## config.mk

```make
export PLATFORM = sky130hd
export DESIGN_NAME = ahb_mtx_in_stage
export DESIGN_NICKNAME = d
export VERILOG_FILES = /design/src/rtl/ahb_mtx_pkg.sv /design/src/rtl/ahb_mtx_hold_reg.sv /design/src/rtl/ahb_mtx_in_stage.sv
export SDC_FILE = /design/constraint.sdc
export NUM_CORES = 1
export LEC_CHECK = 0
export CAP_MARGIN = 20
export CORE_UTILIZATION = 28
export DETAILED_ROUTE_END_ITERATION = 8
export REMOVE_ABC_BUFFERS = 1
export SETUP_SLACK_MARGIN = 0.05
export SYNTH_ARGS = -nofsm -noshare
export SYNTH_HDL_FRONTEND = slang
export SYNTH_SLANG_ARGS = --single-unit
```

## constraint.sdc

```tcl
create_clock -name HCLK -period 2.57 [get_ports HCLK]
set_input_delay 0.514 -clock HCLK [delete_from_list [all_inputs] [get_ports HCLK]]
set_output_delay 0.514 -clock HCLK [all_outputs]
set_load 0.02 [all_outputs]
```

## src/rtl/ahb_mtx_pkg.sv

```systemverilog
// Shared AHB matrix encodings used by the input, decode and output/arbiter stages.
package ahb_mtx_pkg;

  typedef enum logic [1:0] {
    HTRANS_IDLE   = 2'b00,
    HTRANS_BUSY   = 2'b01,
    HTRANS_NONSEQ = 2'b10,
    HTRANS_SEQ    = 2'b11
  } htrans_e;

  typedef enum logic [2:0] {
    HBURST_SINGLE = 3'b000,
    HBURST_INCR   = 3'b001,
    HBURST_WRAP4  = 3'b010,
    HBURST_INCR4  = 3'b011,
    HBURST_WRAP8  = 3'b100,
    HBURST_INCR8  = 3'b101,
    HBURST_WRAP16 = 3'b110,
    HBURST_INCR16 = 3'b111
  } hburst_e;

  typedef enum logic {
    IN_IDLE = 1'b0,
    IN_PEND = 1'b1
  } in_state_e;

  // trans(2) + write(1) + size(3) + burst(3) + prot(4) + lock(1)
  localparam int unsigned ATTR_W = 14;

  // NONSEQ and SEQ both carry a real transfer; IDLE and BUSY do not.
  function automatic logic trans_active(input logic [1:0] trans);
    return trans[1];
  endfunction

endpackage

```

## src/rtl/ahb_mtx_hold_reg.sv

```systemverilog
// Enable-loaded holding register bank for one master port's address phase.
module ahb_mtx_hold_reg #(
  parameter int unsigned W = 8
) (
  input  logic         HCLK,
  input  logic         HRESETn,
  input  logic         en,
  input  logic [W-1:0] d,
  output logic [W-1:0] q
);

  always_ff @(posedge HCLK or negedge HRESETn) begin
    if (!HRESETn)
      q <= '0;
    else if (en)
      q <= d;
  end

endmodule

```

## src/rtl/ahb_mtx_in_stage.sv

```systemverilog
// Matrix input stage: passes the master address phase through, or holds it
// while the output-stage arbiter has not yet accepted it.
module ahb_mtx_in_stage
  import ahb_mtx_pkg::*;
#(
  parameter int unsigned ADDR_W = 32
) (
  input  logic              HCLK,
  input  logic              HRESETn,
  input  logic              HSELS,
  input  logic [ADDR_W-1:0] HADDRS,
  input  logic [1:0]        HTRANSS,
  input  logic              HWRITES,
  input  logic [2:0]        HSIZES,
  input  logic [2:0]        HBURSTS,
  input  logic [3:0]        HPROTS,
  input  logic              HMASTLOCKS,
  input  logic              HREADYS,
  output logic              HREADYOUTS,
  output logic              HRESPS,
  output logic              sel_op,
  output logic [ADDR_W-1:0] addr_op,
  output logic [1:0]        trans_op,
  output logic              write_op,
  output logic [2:0]        size_op,
  output logic [2:0]        burst_op,
  output logic [3:0]        prot_op,
  output logic              mastlock_op,
  output logic              held_tran_op,
  input  logic              addr_accept,
  input  logic              readyout_data,
  input  logic              resp_data
);

  localparam int unsigned HOLD_W = ADDR_W + ATTR_W;

  in_state_e         state_q, state_d;
  logic              trans_valid;
  logic              pend_tran;
  logic              data_phase;
  logic [HOLD_W-1:0] hold_d, hold_q;

  logic [ADDR_W-1:0] reg_addr;
  logic [1:0]        reg_trans;
  logic              reg_write;
  logic [2:0]        reg_size;
  logic [2:0]        reg_burst;
  logic [3:0]        reg_prot;
  logic              reg_lock;

  assign trans_valid = HSELS & HREADYS & trans_active(HTRANSS);
  assign pend_tran   = (state_q == IN_PEND);

  assign hold_d = {HADDRS, HTRANSS, HWRITES, HSIZES, HBURSTS, HPROTS, HMASTLOCKS};
  assign {reg_addr, reg_trans, reg_write, reg_size, reg_burst, reg_prot, reg_lock} = hold_q;

  ahb_mtx_hold_reg #(.W(HOLD_W)) u_hold (
    .HCLK    (HCLK),
    .HRESETn (HRESETn),
    .en      (trans_valid),
    .d       (hold_d),
    .q       (hold_q)
  );

  always_ff @(posedge HCLK or negedge HRESETn) begin
    if (!HRESETn)
      state_q <= IN_IDLE;
    else
      state_q <= state_d;
  end

  // A transfer accepted in the same cycle it is offered never enters PEND.
  always_comb begin
    state_d = state_q;
    case (state_q)
      IN_IDLE: if (trans_valid && !addr_accept) state_d = IN_PEND;
      IN_PEND: if (addr_accept)                 state_d = IN_IDLE;
      default: state_d = IN_IDLE;
    endcase
  end

  always_ff @(posedge HCLK or negedge HRESETn) begin
    if (!HRESETn)
      data_phase <= 1'b0;
    else if (addr_accept)
      data_phase <= pend_tran | trans_valid;
    else if (readyout_data)
      data_phase <= 1'b0;
  end

  always_comb begin
    sel_op       = HSELS;
    addr_op      = HADDRS;
    trans_op     = HTRANSS;
    write_op     = HWRITES;
    size_op      = HSIZES;
    burst_op     = HBURSTS;
    prot_op      = HPROTS;
    mastlock_op  = HMASTLOCKS;
    held_tran_op = 1'b0;
    HREADYOUTS   = 1'b1;
    HRESPS       = 1'b0;
    if (pend_tran) begin
      sel_op       = 1'b1;
      addr_op      = reg_addr;
      trans_op     = reg_trans;
      write_op     = reg_write;
      size_op      = reg_size;
      burst_op     = reg_burst;
      prot_op      = reg_prot;
      mastlock_op  = reg_lock;
      held_tran_op = 1'b1;
      HREADYOUTS   = 1'b0;
    end else if (data_phase) begin
      HREADYOUTS = readyout_data;
      HRESPS     = resp_data;
    end
  end

endmodule

```

==> summary.md <==
| Metric | Value |
|---|---|
| Combinational share of power | 31.5% |
| Register area share after synthesis | between 40% and 50% |
| Skew final | 0.0213 ps |
| Total CTS buffers | 5 |
| Crit path launch type | flip-flop |
| Max Cap Viol | 0 |
| Slew Limit Fails | 0 |
| Pre-antenna DRT Iters | 4 |
| Clock Pin Slew Worst Setup and Hold Paths | 90 ps |
| Area post-placement | 3670 µm² |
| Slew margin rel. | 63.1% |
| R2R Setup Slk | approximately 1500 ps |
| Multi-input gate area | 1240 µm² |
| Post-DP HPWL | between 3 and 4 mm |
| Cell Pwr Density | 547 nW/µm² |
| Die W | 96.8 µm |
| Routed WL | 5.19 mm |
| Final hold vios | 0 |
| CP Data Arrival Time | ~1900 ps |
| CP max stage cell | clkdlybuf4s50_1 |
| Initial Util | just under 30% |
| Pleak | 0.00165 µW |
| Max clock buf depth | 2 |
| F_max | 415 MHz |
| Class of the worst hold path | in -> async |
| Gr ovfl total | 0 |
| TritonCTS clock tree | built |
| Clock Power Share | 22.1% |
| I/O Pins | 103 |
| Internal power | roughly 1500 µW |
| Buf/Inv on CP | 2 |
| Sequential Power Share | 46.4% |
| Vias | 1652 |
| Via/cell ratio | 4.43 |
| CP max FO | 25 |
| Area contributors post-synth | dfrtp_1 48%, mux2_2 23%, mux2_4 23%, buf_6 1.8%, buf_2 0.99% |
| Residual DRC count | 0 |
| Synth cell types | 14 |
| Die Height | 96.8 µm |
| Post-layout minimum cycle time | 2410 ps |
| Die ar. | 9370 µm² |
| RePlAce Congestion | 0.709 |
| DRT iter0 DRCs | 23 |
| Sink Count | 48 |
| Worst-margin pin slew | about 550 ps |
| Critical path's largest stage delay | between 500 and 600 ps |
| Syn avg cell area | 15.8 µm² |
| RSZ-0062 raised after global routing | no |
| Cell family with most CP delay | buffers and inverters |
| Data required time of the critical path | 2060 ps |
| GRT Resource Usage Total | 11.5% |
| # fillers | 829 |
| Switching power | 535 µW |
| Port bufs | 102 |
| Nets | 317 |
| Share of layout cells above drive strength 1 | 40.0% |
| # rows | 34 |
| Peak supply drop | 0.221 mV |
| Post-Syn Area | 2520 µm² |
| Yosys top cell by area | dfrtp_1 |
| Element type at the critical path end | primary output |
| Number of synthesis warnings | 0 |
| Gate Count Post-Synth | 159 |
| Final period util | 93.7% |
| Largest net degree at the start of global routing | 47 |
| Wire length per cell | 13.9 µm |
| Final setup TNS | 0 ps |
| Initial antenna violation count | 0 |
| Synth Register Bits | 48 |
| Skew-Pair Late Insertion Delay | 290 ps |
| Reg area | 1200 µm² |
| Sw frac | about 26% |
| Antenna-violating nets left | 0 |
| First-pass GRT wire length | 8.76 mm |
| Synth top area share | 47.7% |
| Critical Path, Cell by Cell | buf_12, mux2_2, clkdlybuf4s50_1 |
| H-tree Lvls | 2 |
| Endpoints failing setup | 0 |
| Diode count | 0 |
| Critical path type | reg -> out |
| Area Growth Syn to Fin | 50.4% |
| Finished Cell Area | 3780 µm² |
| Core Region | 8720 µm² |
| CTS root buffer | clkbuf_8 |
| Vias in the first global route | 1798 |
| Status | complete, no violations |
| CTS resizes | 0 |
[worst paths after layout]
kind                                   start      endpoint  cells past startpoint
worst max-delay path               pend_tran   addr_op[24]                      3
worst min-delay path                 HRESETn  u_hold.q[18]                      1
worst max register to register     pend_tran    data_phase                      3
worst min register to register  u_hold.q[13]  u_hold.q[13]                      1
max in group asynchronous            HRESETn     pend_tran                      2
min in group HCLK               u_hold.q[13]  u_hold.q[13]                      1
[through the flow]
stage          util [%]  setup WS (ps)  total power (µW)  hold slack, ps  instances
2_1_floorplan         -            183              1340             218        149
3_3_place_gp       42.1            246              1620             463        363
3_5_place_dp       42.1            221              1630             450        363
4_1_cts            43.2           72.2              2100             210        371
5_1_grt            43.4           69.3              2180             223        373
6_report           43.4            163              2070             201        373
[cell usage after synthesis]
| library cell | number |
|---|---|
| a31oi_1 | 1 |
| buf_2 | 5 |
| buf_6 | 4 |
| clkbuf_1 | 1 |
| dfrtp_1 | 48 |
| mux2_2 | 52 |
| mux2_4 | 39 |
| mux2i_1 | 1 |
| nand2_1 | 1 |
| nand2b_1 | 2 |
| nand3_4 | 1 |
| nor2_1 | 2 |
| nor2b_1 | 1 |
| or2_2 | 1 |
[sequential cells by signal, indices dropped and copies added, names as in the netlist]
| register | flops |
|---|---|
| data_phase | 1 |
| pend_tran | 1 |
| u_hold.q | 46 |
[layout make-up]
type / instances / share of cell area (%)
timing repair buffer: 108 / 29.5
tap: 108 / 3.57
sequential: 48 / 31.8
clock buffer: 8 / 2.38
multi-input combinational: 101 / 32.8
[power groups by stage]
stage                     Combinational [µW]  Clock (µW)  Sequential, µW
after CTS                                661         482             961
after global placement                   652           0             968
after global routing                     700         506             978
final                                    652         457             961
after detailed placement                 657           0             971
after floorplan                          382           0             961
[timing repair]
item                                    in CTS  in global routing
buffers inserted                             0                  2
endpoints found under the setup margin       0                  8
hold buffers                                 0                  0
[layout by cell type (no fill, tap or decap), drive strengths merged, types with 2 or more instances in the layout]
cell,count
clkdlybuf4s50,101
mux2,91
dfrtp,48
clkbuf,8
buf,6
nor2,2
nand2b,2
[logic make-up after synthesis]
group           share of synthesized area [%]
simple gates                             2.14
mux                                      46.9
compound gates                          0.249
buf+inv                                  2.93
flops                                    47.7
[routing by layer]
metal  track usage, %  vias up  wire length, µm
li1                 -      776                -
met1             14.9      808             2400
met2             18.2       63             2340
met3             4.12        5              414
met4             3.10        0               39
met5                0        -                0
No activity file was read; power rests on OpenSTA's default activity.
